===== src/rtl/cpu_defines.sv =====
// Shared CPU types: word/register types, memory-op encoding, byte-enable constants
// and the lane helpers used by the memory stage.
package cpu_defines;
  typedef logic [31:0] Word_t;
  typedef logic [4:0]  Reg_addr_t;

  localparam Reg_addr_t REG_ZERO = 5'd0;

  typedef enum logic [3:0] {MEM_NONE, LB, LBU, LH, LHU, LW, SB, SH, SW} Mem_op_t;

  localparam logic [3:0] BE_NONE    = 4'b0000;
  localparam logic [3:0] BE_BYTE    = 4'b0001;
  localparam logic [3:0] BE_HALF_LO = 4'b0011;
  localparam logic [3:0] BE_HALF_HI = 4'b1100;
  localparam logic [3:0] BE_WORD    = 4'b1111;

  function automatic logic is_load(input Mem_op_t op);
    return op inside {LB, LBU, LH, LHU, LW};
  endfunction

  function automatic logic is_store(input Mem_op_t op);
    return op inside {SB, SH, SW};
  endfunction

  // Little-endian lanes; halfword lane chosen by off[1] so off[0] is ignored.
  function automatic logic [3:0] byte_en(input Mem_op_t op, input logic [1:0] off);
    case (op)
      LB, LBU, SB: byte_en = BE_BYTE << off;
      LH, LHU, SH: byte_en = off[1] ? BE_HALF_HI : BE_HALF_LO;
      LW, SW:      byte_en = BE_WORD;
      default:     byte_en = BE_NONE;
    endcase
  endfunction

  function automatic Word_t store_data(input Mem_op_t op, input Word_t d);
    case (op)
      SB:      store_data = {4{d[7:0]}};
      SH:      store_data = {2{d[15:0]}};
      default: store_data = d;
    endcase
  endfunction

  function automatic logic misaligned(input Mem_op_t op, input logic [1:0] off);
    case (op)
      LH, LHU, SH: misaligned = off[0];
      LW, SW:      misaligned = |off;
      default:     misaligned = 1'b0;
    endcase
  endfunction
endpackage


===== src/rtl/mem_access_load_align.sv =====
// Load lane select: picks the addressed byte/halfword of the bus word and extends it.
module load_align
  import cpu_defines::*;
(
  input  Mem_op_t    op,
  input  logic [1:0] off,
  input  Word_t      rdata,
  output Word_t      data
);
  logic [7:0]  lane_b;
  logic [15:0] lane_h;

  always_comb begin
    lane_b = rdata[{off, 3'b000} +: 8];
    lane_h = off[1] ? rdata[31:16] : rdata[15:0];
    case (op)
      LB:      data = {{24{lane_b[7]}}, lane_b};
      LBU:     data = {24'b0, lane_b};
      LH:      data = {{16{lane_h[15]}}, lane_h};
      LHU:     data = {16'b0, lane_h};
      default: data = rdata;
    endcase
  end
endmodule


===== src/rtl/mem_access.sv =====
// MEM stage: ALU results pass straight to WB; loads/stores run one bus transaction
// and stall upstream until acked. MEM_ALIGN_CHECK_EN enables misaligned-address traps.
module mem_access
  import cpu_defines::*;
(
  input  logic      clk,
  input  logic      rst,
  input  logic      mem_wreg_write,
  input  Reg_addr_t mem_wreg_addr,
  input  Word_t     mem_wreg_data,
  input  logic      mem_whilo,
  input  Word_t     mem_hi,
  input  Word_t     mem_lo,
  input  Mem_op_t   mem_op,
  input  Word_t     mem_addr,
  input  Word_t     mem_sdata,
  output logic      bus_req,
  output logic      bus_we,
  output Word_t     bus_addr,
  output logic [3:0] bus_be,
  output Word_t     bus_wdata,
  input  Word_t     bus_rdata,
  input  logic      bus_ack,
  output logic      wb_wreg_write,
  output Reg_addr_t wb_wreg_addr,
  output Word_t     wb_wreg_data,
  output logic      wb_whilo,
  output Word_t     wb_hi,
  output Word_t     wb_lo,
  output logic      stall_req,
  output logic      exc_addr_err,
  output Word_t     exc_badvaddr
);
  typedef enum logic {IDLE, BUS} state_t;

  state_t state;
  logic   is_mem, misalign;
  Word_t  ld_data, wb_data_next;

  assign is_mem = (mem_op != MEM_NONE);

`ifdef MEM_ALIGN_CHECK_EN
  assign misalign = misaligned(mem_op, mem_addr[1:0]);
`else
  assign misalign = 1'b0;
`endif

  // A trapped access never reaches the bus, so it must not stall either.
  assign stall_req = (state == IDLE) ? (is_mem && !misalign) : !bus_ack;

  load_align u_load_align (
    .op    (mem_op),
    .off   (mem_addr[1:0]),
    .rdata (bus_rdata),
    .data  (ld_data)
  );

  assign wb_data_next = is_load(mem_op) ? ld_data : mem_wreg_data;

  always_ff @(posedge clk or negedge rst) begin
    if (!rst) begin
      state         <= IDLE;
      bus_req       <= 1'b0;
      bus_we        <= 1'b0;
      bus_addr      <= '0;
      bus_be        <= BE_NONE;
      bus_wdata     <= '0;
      wb_wreg_write <= 1'b0;
      wb_wreg_addr  <= REG_ZERO;
      wb_wreg_data  <= '0;
      wb_whilo      <= 1'b0;
      wb_hi         <= '0;
      wb_lo         <= '0;
    end else begin
      case (state)
        IDLE: begin
          if (!is_mem) begin
            wb_wreg_write <= mem_wreg_write;
            wb_wreg_addr  <= mem_wreg_addr;
            wb_wreg_data  <= mem_wreg_data;
            wb_whilo      <= mem_whilo;
            wb_hi         <= mem_hi;
            wb_lo         <= mem_lo;
          end else if (misalign) begin
            wb_wreg_write <= 1'b0;
            wb_whilo      <= 1'b0;
          end else begin
            state         <= BUS;
            bus_req       <= 1'b1;
            bus_we        <= is_store(mem_op);
            bus_addr      <= {mem_addr[31:2], 2'b00};
            bus_be        <= byte_en(mem_op, mem_addr[1:0]);
            bus_wdata     <= store_data(mem_op, mem_sdata);
            wb_wreg_write <= 1'b0;
            wb_whilo      <= 1'b0;
          end
        end
        BUS: begin
          // mem_* are held by the stall, so they still describe this access here.
          if (bus_ack) begin
            state         <= IDLE;
            bus_req       <= 1'b0;
            bus_we        <= 1'b0;
            wb_wreg_write <= mem_wreg_write;
            wb_wreg_addr  <= mem_wreg_addr;
            wb_wreg_data  <= wb_data_next;
            wb_whilo      <= mem_whilo;
            wb_hi         <= mem_hi;
            wb_lo         <= mem_lo;
          end
        end
        default: state <= IDLE;
      endcase
    end
  end

`ifdef MEM_ALIGN_CHECK_EN
  always_ff @(posedge clk or negedge rst) begin
    if (!rst) begin
      exc_addr_err <= 1'b0;
      exc_badvaddr <= '0;
    end else begin
      exc_addr_err <= (state == IDLE) && is_mem && misalign;
      if ((state == IDLE) && is_mem && misalign) exc_badvaddr <= mem_addr;
    end
  end
`else
  assign exc_addr_err = 1'b0;
  assign exc_badvaddr = '0;
`endif
endmodule


===== config.mk =====
export PLATFORM = sky130hd
export DESIGN_NAME = mem_access
export DESIGN_NICKNAME = d
export VERILOG_FILES = /design/src/rtl/cpu_defines.sv /design/src/rtl/mem_access_load_align.sv /design/src/rtl/mem_access.sv
export SDC_FILE = /design/constraint.sdc
export NUM_CORES = 1
export LEC_CHECK = 0
export ABC_AREA = 1
export CORE_AREA = 2 2 162 164
export CTS_BUF_LIST = sky130_fd_sc_hd__clkbuf_8
export CTS_CLUSTER_DIAMETER = 100
export CTS_CLUSTER_SIZE = 14
export DETAILED_ROUTE_END_ITERATION = 7
export DIE_AREA = 0 0 164 166
export PLACE_DENSITY_LB_ADDON = 0.15
export SLEW_MARGIN = 20
export SYNTH_ARGS = -nofsm -noshare
export SYNTH_HDL_FRONTEND = slang
export SYNTH_SLANG_ARGS = --single-unit

===== constraint.sdc =====
create_clock -name clk -period 4.1 [get_ports clk]
set_clock_uncertainty 0.2 [all_clocks]
set_input_delay 0.41 -clock clk [delete_from_list [all_inputs] [get_ports clk]]
set_output_delay 0.41 -clock clk [all_outputs]
set_load 0.01 [all_outputs]

* Word-level counts from Yosys, hierarchy flattened *
Index checks and enable logic that the tools add are counted.

operators by class
  muxes and demuxes = 33
  bitwise gates (word level) = 1
  reductions and logical operators = 10
  shift-type cells = 2
  eq/ne operators = 11

operators with widths
  operator                                         number
  case mux 32 bit (2 select lines)                 4
  2-to-1 mux 32 bit                                7
  case mux 32 bit (4 select lines)                 1
  indexed part select 32 x 6 -> 8 bit              1
  == test 4 x 3 -> 1 bit, second input constant    4
  2-to-1 mux 16 bit                                1
  case mux 4 bit (3 select lines)                  1
  2-to-1 mux 1 bit                                 10
  2-to-1 mux 5 bit                                 2
  case mux 1 bit (2 select lines)                  5
  case mux 5 bit (2 select lines)                  1
  == test 4 x 2 -> 1 bit, second input constant    2
  != test 2 bit, second input constant             3
  AND reduction 2 bit                              3
  OR reduction 3 bit                               2
  nonzero test 5 bit                               1
  == test 4 x 1 -> 1 bit, second input constant    1
  == test 4 bit, second input constant             1
  2-to-1 mux 4 bit                                 1
  nonzero test 4 bit                               1
  << shifter 1 x 2 -> 4 bit, first input constant  1
  nonzero test 3 bit                               1
  OR reduction 2 bit                               1
  logical NOT 1 bit                                1
  inverter 1 bit                                   1

storage, ports and cells
  bits of input ports = 206
  register bits = 172
  output and inout bits = 207

* Logic depth before layout (Yosys ltp) *
Gate-level depths: netlist of run 1.

  depth after elaboration = 5
  depth in mapped cells = 12
  gate-level depth less buffers = 10

* Modules after synthesis *
Synthesis of run 1 repeated with hierarchy kept, for this count alone.

unflattened totals
  cells, all modules = 1199
  area total of the unflattened synthesis = 8603.3 µm²

by module, submodules not included
  module      cells an instance  times used  area an instance (µm²)  sequential area each (µm²)
  mem_access  1004               1           7764.9                  4304.1
  load_align  195                1           838.3                   0.0

* Worst setup path after synthesis of run 1 *
No wires, ideal clock.

  kind = input-to-output
  start = in mem_op[1]
  end = out stall_req
  arrival = 1209 ps
  stages = 6
  required time = 3490 ps
  path slack = 2281 ps
  buffers on the path = 2
  path through = nor2_1 > nand2_1 > nand2_2 > nand2_1 > buf_2 > clkbuf_1

between the ends
  word-level cells in the longest chain between the ends = 2

ends and longest elaborated chain
  element             RTL line          RTL
  start, declared     mem_access.sv:14  input Mem_op_t mem_op,
  nonzero test 4 bit  mem_access.sv:40  assign is_mem = (mem_op != MEM_NONE);
  2-to-1 mux 1 bit    mem_access.sv:49  assign stall_req = (state == IDLE) ? (is_mem && !misalign) : !bus_ack;
  end, declared       mem_access.sv:30  output logic stall_req,

No other way between the ends.

* Final worst setup path of run 1 *
  start = reg state
  end = out stall_req

between the ends
  word-level cells in the longest chain between the ends = 1

ends and longest elaborated chain
  element                 RTL line           RTL
  start, declared         mem_access.sv:36   state_t state;
  start signal, assigned  mem_access.sv:62   state <= IDLE;
  start signal, assigned  mem_access.sv:88   state <= BUS;
  start signal, assigned  mem_access.sv:101  state <= IDLE;
  2-to-1 mux 1 bit        mem_access.sv:49

No other way between the ends.

==> results.py, run 1 <==
metrics = {
    "outcome": {
        "status": "complete, no violations",
    },
    "route": {
        "wl_um": 28500,
        "drtAntennaViolNets": 0,
        "drt_iter0_drc": 513,
        "drcViolationCount": 0,
        "drtPass1Iterations": 5,
        "wl_per_cell_um": 15.6,
        "vias_per_cell": 4.49,
        "vias": 8227,
    },
    "min_path": {
        "min_to": "bus_addr[16]$_DFFE_PN0P_",
        "min_path_cells": 3,
        "min_from": "mem_addr[16]",
        "hp-class": "in -> reg",
    },
    "clock_network": {
        "clk_path_buf_depth": 2,
        "clock_latency_ps": 450,
        "cts_resized": 0,
        "ctsRootBufferMaster": "clkbuf_8",
        "h-tree-depth": 4,
        "cts_sinks": 172,
        "tritoncts": "yes",
        "cts_buffers": 17,
        "cts.clk_slew.worst_paths_ps": 110,
    },
    "global_routing": {
        "antenna_found_initial": 3,
        "first_global_vias": 8039,
        "grt-ovfl-total": 0,
        "grt_max_degree": 97,
        "grt_pass1_wl_um": 44900,
        "track_usage": 0.211,
    },
    "timing": {
        "slew_headroom": 0.388,
        "tns_ps": 0,
        "rsz0062_at_grt": "false",
        "period_minus_slack_ps": 2970,
        "fmax_mhz": 337,
        "setup_violations": 0,
        "hold_viol": 0,
        "holdWs_ps": 263,
        "period_share": 0.723,
        "worstMarginPinSlew_ps": 918,
        "maxSlewViolCount": 0,
    },
    "floorplanning": {
        "die_w_um": 164,
        "initial_core_util": 0.328,
        "design.core.area_um2": 25600,
        "die-area_um2": 27200,
        "die_h_um": 166,
        "num_rows": 59,
        "ios": 413,
    },
    "power": {
        "p_leak_nw": 6.22,
        "power_density_nw_per_um2": 674,
        "ir_worst_vdd_mv": 0.301,
    },
    "synthesis": {
        "ys_seq_elements": 172,
        "synth.area.mux_share": 0,
        "yosys_warnings": 0,
        "synthFlopType": "dfrtp_1",
        "syn_inst": 1132,
        "avgSynthCellArea_um2": 7.43,
        "synth_top_area_frac": 0.512,
        "synthAdderAreaFrac": 0,
        "async_flop_share": 1.00,
        "synth_compound_area_frac": 0.0860,
        "ys_types": 26,
        "synth_edf_count": 0,
        "yosys.area.top_type": "dfrtp_1",
        "synth_area_leaders": "dfrtp_1 (51%), nand2_1 (24%), a21oi_1 (5.5%)",
        "synth_seq_area_share": 0.512,
        "synth_xor_xnor_area_share": 0,
        "synthesis.area_um2": 8410,
        "yosys.area_share.simple": 0.306,
        "synth_top_family_by_area": "simple AND/OR/NAND/NOR gates",
    },
    "final_layout": {
        "drive_gt1_frac": 0.0475,
        "syn_to_final_growth_pct": 51.5,
        "nNetsFinal": 1687,
    },
    "placement": {
        "gp_congestion": 0.810,
        "dp_hpwl_um": 20700,
        "port_buffers": 377,
    },
    "setup_path": {
        "crit_fanout": 26,
        "endpoint_kind": "output pin",
        "required_ps": 3490,
        "crit_type": "reg -> out",
        "r2r_setup_slack_ps": 1670,
        "reg2reg_depth": 7,
        "worstReg2RegEnd": "bus_addr[18]$_DFFE_PN0P_",
        "start_kind": "register",
        "r2r_start": "state$_DFF_PN0_",
        "critical_path_arrival_ps": 2360,
    },
    "job": {
        "maxCapViolations": 0,
    },
}
-- routing by layer --
layer	share of wire	vias to the layer above	wire (um)	track usage
li1	-	4123	-	-
met1	0.43	3800	12400	0.275
met2	0.48	274	13600	0.337
met3	0.070	30	1980	0.0524
met4	0.022	0	617	0.0778
met5	0	-	0	0
-- sequential cells by signal (all words and copies together), names as in the netlist --
signal / flops
bus_addr: 30
bus_be: 4
bus_req: 1
bus_wdata: 32
bus_we: 1
state: 1
wb_hi: 32
wb_lo: 32
wb_whilo: 1
wb_wreg_addr: 5
wb_wreg_data: 32
wb_wreg_write: 1
-- metrics by stage --
step / util / cells / total power, mW / setup slack (ps) / instance area, um^2
6_report: 0.498 / 1833 / 8.59 / 1130 / 12700
5_1_grt: 0.498 / 1831 / 9.27 / 908 / 12700
4_1_cts: 0.497 / 1829 / 8.72 / 1050 / 12700
3_5_place_dp: 0.481 / 1796 / 7.42 / 846 / 12300
3_3_place_gp: 0.481 / 1796 / 7.39 / 863 / 12300
2_1_floorplan: - / 1166 / 4.94 / 2280 / 8540
-- cells in the final DEF, fill, tap and decap left out, types with 2 or more instances in the layout --
master,n
inv_1,65
nor2_1,70
inv_2,9
inv_8,4
nand3_1,37
clkbuf_8,18
diode_2,4
clkinv_4,3
clkdlybuf4s50_1,376
inv_6,3
buf_12,3
nand2_2,3
or2_2,7
nand2_4,2
conb_1,35
a21oi_1,93
dfrtp_1,172
o21ai_0,23
nand2_1,531
o211ai_1,7
o21ai_1,8
a22o_1,2
buf_4,8
nor2_2,4
-- worst max-delay path by stage --
stage	depth (start not counted)	endpoint	from	slack, ps
3_3_place_gp	10	wb_wreg_data[31]$_DFFE_PN0P_	mem_op[2]	860
6_report	5	stall_req	state$_DFF_PN0_	1130
5_1_grt	5	stall_req	state$_DFF_PN0_	910
3_5_place_dp	10	wb_wreg_data[31]$_DFFE_PN0P_	mem_op[2]	850
2_1_floorplan	6	stall_req	mem_op[1]	2280
4_1_cts	5	stall_req	state$_DFF_PN0_	1050
-- cells in the mapped netlist (2+ instances only) --
library cell / number
buf_2: 23
inv_1: 64
dfrtp_1: 172
o211ai_1: 7
nand2_1: 532
inv_2: 9
buf_4: 42
or2_2: 7
a21oi_1: 93
nand3_1: 37
nor2_1: 70
o21ai_1: 8
buf_1: 5
a22o_1: 2
clkbuf_1: 23
nand2_2: 3
o21ai_0: 23
nor2_2: 4
-- report_power, final --
part | internal, mW | total [mW] | switching (mW)
clock | 0.525 | 1.25 | 0.724
combinational | 2.15 | 4.33 | 2.18
sequential | 2.53 | 3.01 | 0.480
total | 5.21 | 8.59 | 3.39
-- layout make-up --
type	count	area, um^2
Fill cell	2536	12900
Sequential cell	172	4300
Timing Repair Buffer	389	3910
Multi-Input combinational cell	828	3430
Tap cell	335	419
Inverter	73	274
Clock buffer	18	248
Clock inverter	14	155
Antenna cell	4	10.0
-- logic make-up after synthesis --
family	after synthesis
compound gates	136
simple gates	657
other cells	1
buf+inv	166
flops	172
-- critical path, cell delays in order, from the launching register on --
cell and delay, ps:
dfrtp_1 400, inv_1 80, nor2_1 320, inv_1 140
nand2_4 340, clkdlybuf4s50_1 620
-- what timing repair did --
action,in CTS,in global routing
endpoints found under the hold margin,94,0
buffers inserted,0,0
hold buffers,1,0
No activity file was read; power rests on OpenSTA's default activity.
==> inputs of run 2 (changes only) <==
Settings changed: CORE_AREA 2 2 162 164 to default, CORE_ASPECT_RATIO from default to 0.6, CORE_MARGIN from default to 1.5, CORE_UTILIZATION from default to 38, DIE_AREA 0 0 164 166 to default.
Clock period 4.1 ns to 2.5 ns, I/O delays scaled along.
==> run 2 against run 1 <==
Critical path depth is the same; sequential power is 64% higher; combinational power is 67% higher; worst setup slack got worse by 660 ps; first-iteration DRC count rose by 4.1%; total power grew 67%; via count is 0.40% lower; non-clock buffer count rose by 12; die area decreased by 15%; final cell count is 2.6% lower; utilization rose by 10 points; design area is 0.79% higher; critical path type unchanged; largest power group unchanged.
==> results.py, run 2 (same netlist as run 1, synthesis figures left out) <==
metrics = {
    "job": {
        "maxCapViolations": 0,
    },
    "route": {
        "vias_per_cell": 4.59,
        "wl_per_cell_um": 16.0,
        "drt_iter0_drc": 534,
        "wl_um": 28600,
        "vias": 8194,
        "drtAntennaViolNets": 0,
        "drtPass1Iterations": 8,
        "drcViolationCount": 0,
    },
    "floorplanning": {
        "die_h_um": 118,
        "ios": 413,
        "die_w_um": 195,
        "num_rows": 41,
        "initial_core_util": 0.394,
        "design.core.area_um2": 21300,
        "die-area_um2": 23100,
    },
    "clock_network": {
        "cts.clk_slew.worst_paths_ps": 100,
        "post_cts_buffers": 0,
        "h-tree-depth": 4,
        "ctsRootBufferMaster": "clkbuf_8",
        "clk_path_buf_depth": 2,
        "cts_sinks": 172,
        "cts_buffers": 17,
        "tritoncts": "yes",
        "clock_latency_ps": 480,
    },
    "timing": {
        "worstMarginPinSlew_ps": 517,
        "period_share": 0.811,
        "fmax_mhz": 493,
        "slew_headroom": 0.655,
        "period_minus_slack_ps": 2030,
        "maxSlewViolCount": 0,
        "holdWs_ps": 80.6,
        "hold_viol": 0,
        "tns_ps": 0,
        "setup_violations": 0,
        "rsz0062_at_grt": "false",
    },
    "setup_path": {
        "crit_fanout": 4,
        "crit_type": "reg -> out",
        "r2r_start": "state$_DFF_PN0_",
        "critical_path_arrival_ps": 1580,
        "required_ps": 2050,
        "crit_top_cell": "inv_1",
        "reg2reg_depth": 8,
        "worst-path-stages": 5,
        "worstReg2RegEnd": "wb_whilo$_DFFE_PN0P_",
        "critPathBufInv": 3,
        "start_kind": "register",
        "path_cells": "inv_1 -> nor2_1 -> inv_1 -> nand2_4 -> dlymetal6s2s_1",
        "critPathSlowestCell": "dfrtp_1",
        "cp_top_family": "buffers and inverters",
        "slowest_delay_ps": 400,
        "critPathCapture": "stall_req",
        "r2r_setup_slack_ps": 560,
        "setup.worst_path.start": "state$_DFF_PN0_",
        "endpoint_kind": "output pin",
    },
    "global_routing": {
        "track_usage": 0.249,
        "antenna_found_initial": 1,
        "grt_max_degree": 77,
        "grt-ovfl-total": 0,
        "grt_pass1_wl_um": 44600,
        "first_global_vias": 7898,
    },
    "placement": {
        "gp_congestion": 0.830,
        "dp_hpwl_um": 21200,
        "dp.cells": 1752,
        "port_buffers": 377,
    },
    "final_layout": {
        "syn_to_final_growth_pct": 52.7,
        "drive_gt1_frac": 0.0558,
        "stdcell_count": 1785,
        "nNetsFinal": 1699,
        "layout_commonest_cell": "nand2_1",
        "final_cell_mix": "nand2_1 (531), clkdlybuf4s50_1 (375), dfrtp_1 (172)",
        "fillCellCount": 1942,
        "diodes": 0,
        "fin_util": 0.602,
    },
    "outcome": {
        "status": "complete, no violations",
    },
    "min_path": {
        "hp-class": "in -> async",
    },
    "power": {
        "power_density_nw_per_um2": 1110,
        "ir_worst_vdd_mv": 0.565,
        "p_leak_nw": 6.32,
    },
}
## run 2: final cells by class
class                   count  area, um^2  share of cell area
repair buffers            401        4050               0.315
inverters                  73         274              0.0213
multi-input cells         828        3430               0.267
well taps                 279         349              0.0272
flip-flops and latches    172        4300               0.335
clock buffers              23         317              0.0246
clock inverters             9         121             0.00944
## run 2: how the worst min path moves through the flow
| stage | start | endpoint | slack, ps |
|---|---|---|---|
| CTS | mem_addr[22] | bus_addr[22]$_DFFE_PN0P_ | 60 |
| floorplan | rst | bus_addr[10]$_DFFE_PN0P_ | -250 |
| finish | rst | bus_addr[19]$_DFFE_PN0P_ | 80 |
| global placement | rst | wb_hi[8]$_DFFE_PN0P_ | 60 |
| detailed placement | rst | wb_hi[8]$_DFFE_PN0P_ | 60 |
| global route | mem_hi[23] | wb_hi[23]$_DFFE_PN0P_ | 70 |
## run 2: what timing repair did
action,CTS,global route
hold buffers,1,0
hold endpoints to repair,142,0
gates resized for setup,0,1
endpoints found under the setup margin,0,1
## run 2: layer usage
| metal | GRT usage | vias up | part of all wire |
|---|---|---|---|
| met5 | 0 | - | 0 |
| met2 | 0.376 | 253 | 0.45 |
| met3 | 0.0736 | 23 | 0.067 |
| li1 | - | 4148 | - |
| met1 | 0.350 | 3770 | 0.47 |
| met4 | 0.0567 | 0 | 0.013 |
## run 2: where the power goes
part | leakage, nW | internal (mW) | switching, mW
clock | 0.218 | 1.07 | 1.09
sequential | 2.07 | 4.15 | 0.784
combinational | 4.03 | 3.61 | 3.62
total | 6.32 | 8.82 | 5.50
## run 2: metrics by stage
step	setup slack (ps)	power, mW	area (um^2)
floorplan	861	8.10	8540
global placement	154	12.1	12400
detailed placement	112	12.2	12400
CTS	60.6	14.5	12800
global route	341	15.3	12800
finish	474	14.3	12800
==> inputs of run 3 (changes only) <==
Clock period 2.5 ns to 1.69 ns, I/O delays scaled along.
==> run 3 against run 2 <==
Non-clock buffer count grew 111; total power rose by 44%; combinational power rose by 44%; largest power group unchanged; highest routed layer unchanged; count of clock-buffer cells in the layout fell by 5; worst setup slack got worse by 450 ps; utilization grew 4.6 points; via count is 8.3% higher; routed wire length is 7.8% higher; final cell count grew 6.2%; design area is 7.7% higher.
==> results.py, run 3 (same netlist as run 1, synthesis figures left out) <==
metrics = {
    "outcome": {
        "status": "complete, no violations",
    },
    "clock_network": {
        "cts_sinks": 172,
        "tritoncts": "yes",
        "clock_latency_ps": 480,
        "cts.clk_slew.worst_paths_ps": 100,
        "ctsRootBufferMaster": "clkbuf_8",
        "cts_buffers": 17,
        "h-tree-depth": 4,
        "clk_path_buf_depth": 2,
    },
    "final_layout": {
        "final_cell_mix": "nand2_1 (530), clkdlybuf4s50_1 (201), dfrtp_1 (172)",
        "nNetsFinal": 1810,
        "syn_to_final_growth_pct": 64.5,
        "layout_commonest_cell": "nand2_1",
        "final_cell_area_um2": 13800,
        "drive_gt1_frac": 0.0843,
    },
    "timing": {
        "setup_violations": 0,
        "hold_viol": 0,
        "period_share": 0.987,
        "period_minus_slack_ps": 1670,
        "maxSlewViolCount": 0,
        "fmax_mhz": 599,
        "rsz0062_at_grt": "true",
    },
    "global_routing": {
        "antenna_found_initial": 3,
        "first_global_vias": 8795,
        "grt_max_degree": 42,
        "grt-ovfl-total": 0,
        "grt_pass1_wl_um": 48500,
        "track_usage": 0.269,
    },
    "route": {
        "drcViolationCount": 0,
        "drtAntennaViolNets": 0,
        "wl_per_cell_um": 16.3,
        "vias_per_cell": 4.68,
        "drtPass1Iterations": 5,
        "drt_iter0_drc": 651,
        "vias": 8871,
        "wl_um": 30900,
    },
    "floorplanning": {
        "ios": 413,
        "die-area_um2": 23100,
        "die_h_um": 118,
        "initial_core_util": 0.394,
        "design.core.area_um2": 21300,
        "num_rows": 41,
        "die_w_um": 195,
    },
    "setup_path": {
        "critPathSlowestCell": "dfrtp_1",
        "slowest_delay_ps": 400,
        "start_kind": "register",
        "r2r_setup_slack_ps": 70,
        "path_cells": "inv_2 -> buf_6 -> nand2_4 -> nand2_8 -> buf_6",
        "crit_type": "reg -> out",
        "reg2reg_depth": 10,
        "worstReg2RegEnd": "wb_wreg_data[26]$_DFFE_PN0P_",
        "crit_fanout": 3,
        "crit_top_cell": "buf_6",
        "cp_top_family": "flip-flops",
        "endpoint_kind": "output pin",
        "critPathBufInv": 3,
        "required_ps": 1320,
        "critical_path_arrival_ps": 1300,
        "r2r_start": "state$_DFF_PN0_",
    },
    "power": {
        "p_leak_nw": 7.20,
        "ir_worst_vdd_mv": 0.812,
        "finalPower_mw": 20.7,
        "power_density_nw_per_um2": 1490,
    },
    "placement": {
        "dp_hpwl_um": 22300,
        "port_buffers": 377,
        "placed_area_um2": 12800,
        "gp_congestion": 0.835,
    },
    "min_path": {
        "min_path_cells": 3,
        "min_to": "wb_wreg_addr[1]$_DFFE_PN0P_",
        "hp-class": "in -> reg",
        "min_from": "mem_wreg_addr[1]",
    },
    "job": {
        "maxCapViolations": 0,
    },
}
## run 3: changes by cell type in the layout (fill, tap and decap cells not counted), moves of 5 or more
cell | before | now
dlygate4sd2_1 | 0 | 171
clkbuf_8 | 24 | 19
clkdlybuf4s50_1 | 375 | 201
buf_12 | 7 | 17
dlygate4sd3_1 | 1 | 67
buf_6 | 0 | 6
buf_4 | 16 | 44
## run 3: final cells by class
| type | count | area [um^2] |
|---|---|---|
| fill | 1860 | 7500 |
| clock buffer | 18 | 248 |
| inverter | 73 | 283 |
| timing repair buffer | 512 | 5020 |
| tap | 279 | 349 |
| sequential | 172 | 4300 |
| antenna | 2 | 5.00 |
| multi-input combinational | 828 | 3490 |
| clock inverter | 11 | 145 |
## run 3: metrics by stage
step | util | instances | setup TNS (ps) | hold slack (ps) | setup WS (ps)
2_1_floorplan | - | 1166 | 0 | -327 | 77.4
3_3_place_gp | 0.600 | 1793 | -47420 | -62.7 | -398
3_5_place_dp | 0.600 | 1793 | -53090 | -65.7 | -472
4_1_cts | 0.640 | 1891 | -230 | 0.286 | -89.0
5_1_grt | 0.648 | 1893 | -106 | 4.76 | -64.1
6_report | 0.649 | 1895 | 0 | 21.7 | 21.5
## run 3: worst max path at each step
stage                          startpoint                           end  slack, ps  cells past startpoint
after global placement          mem_op[2]     bus_wdata[26]$_DFFE_PN0P_       -400                     10
after floorplan           state$_DFF_PN0_  wb_wreg_data[18]$_DFFE_PN0P_         80                      9
after global routing      state$_DFF_PN0_                     stall_req        -60                      5
final                     state$_DFF_PN0_                     stall_req         20                      5
after CTS                 state$_DFF_PN0_                     stall_req        -90                      5
after detailed placement        mem_op[3]  wb_wreg_data[13]$_DFFE_PN0P_       -470                      9
## run 3: worst min-delay path, cell delays in order
cell and delay [ps]:
clkdlybuf4s50_1 400, nand2_1 70, nand2_1 40
## run 3: layer usage
layer / global-route usage / wire length [um] / part of all wire
met5: 0 / 0 / 0
met4: 0.0780 / 584 / 0.019
met3: 0.0696 / 2210 / 0.072
met2: 0.413 / 14000 / 0.45
met1: 0.374 / 14100 / 0.46
## run 3: where the power goes
group	total [mW]	switching, mW	internal (mW)
logic	10.4	5.72	4.65
registers	7.22	1.08	6.14
clock network	3.09	1.61	1.48
total	20.7	8.42	12.3
## run 3: timing repair
item                       4_1_cts  5_1_grt
cloned                           0        2
hold endpoints to repair       237        0
pin swaps                        1        1
setup endpoints to repair      172      113
gates resized for setup        178       32
hold buffers                    67        0
buffers inserted                 2        0
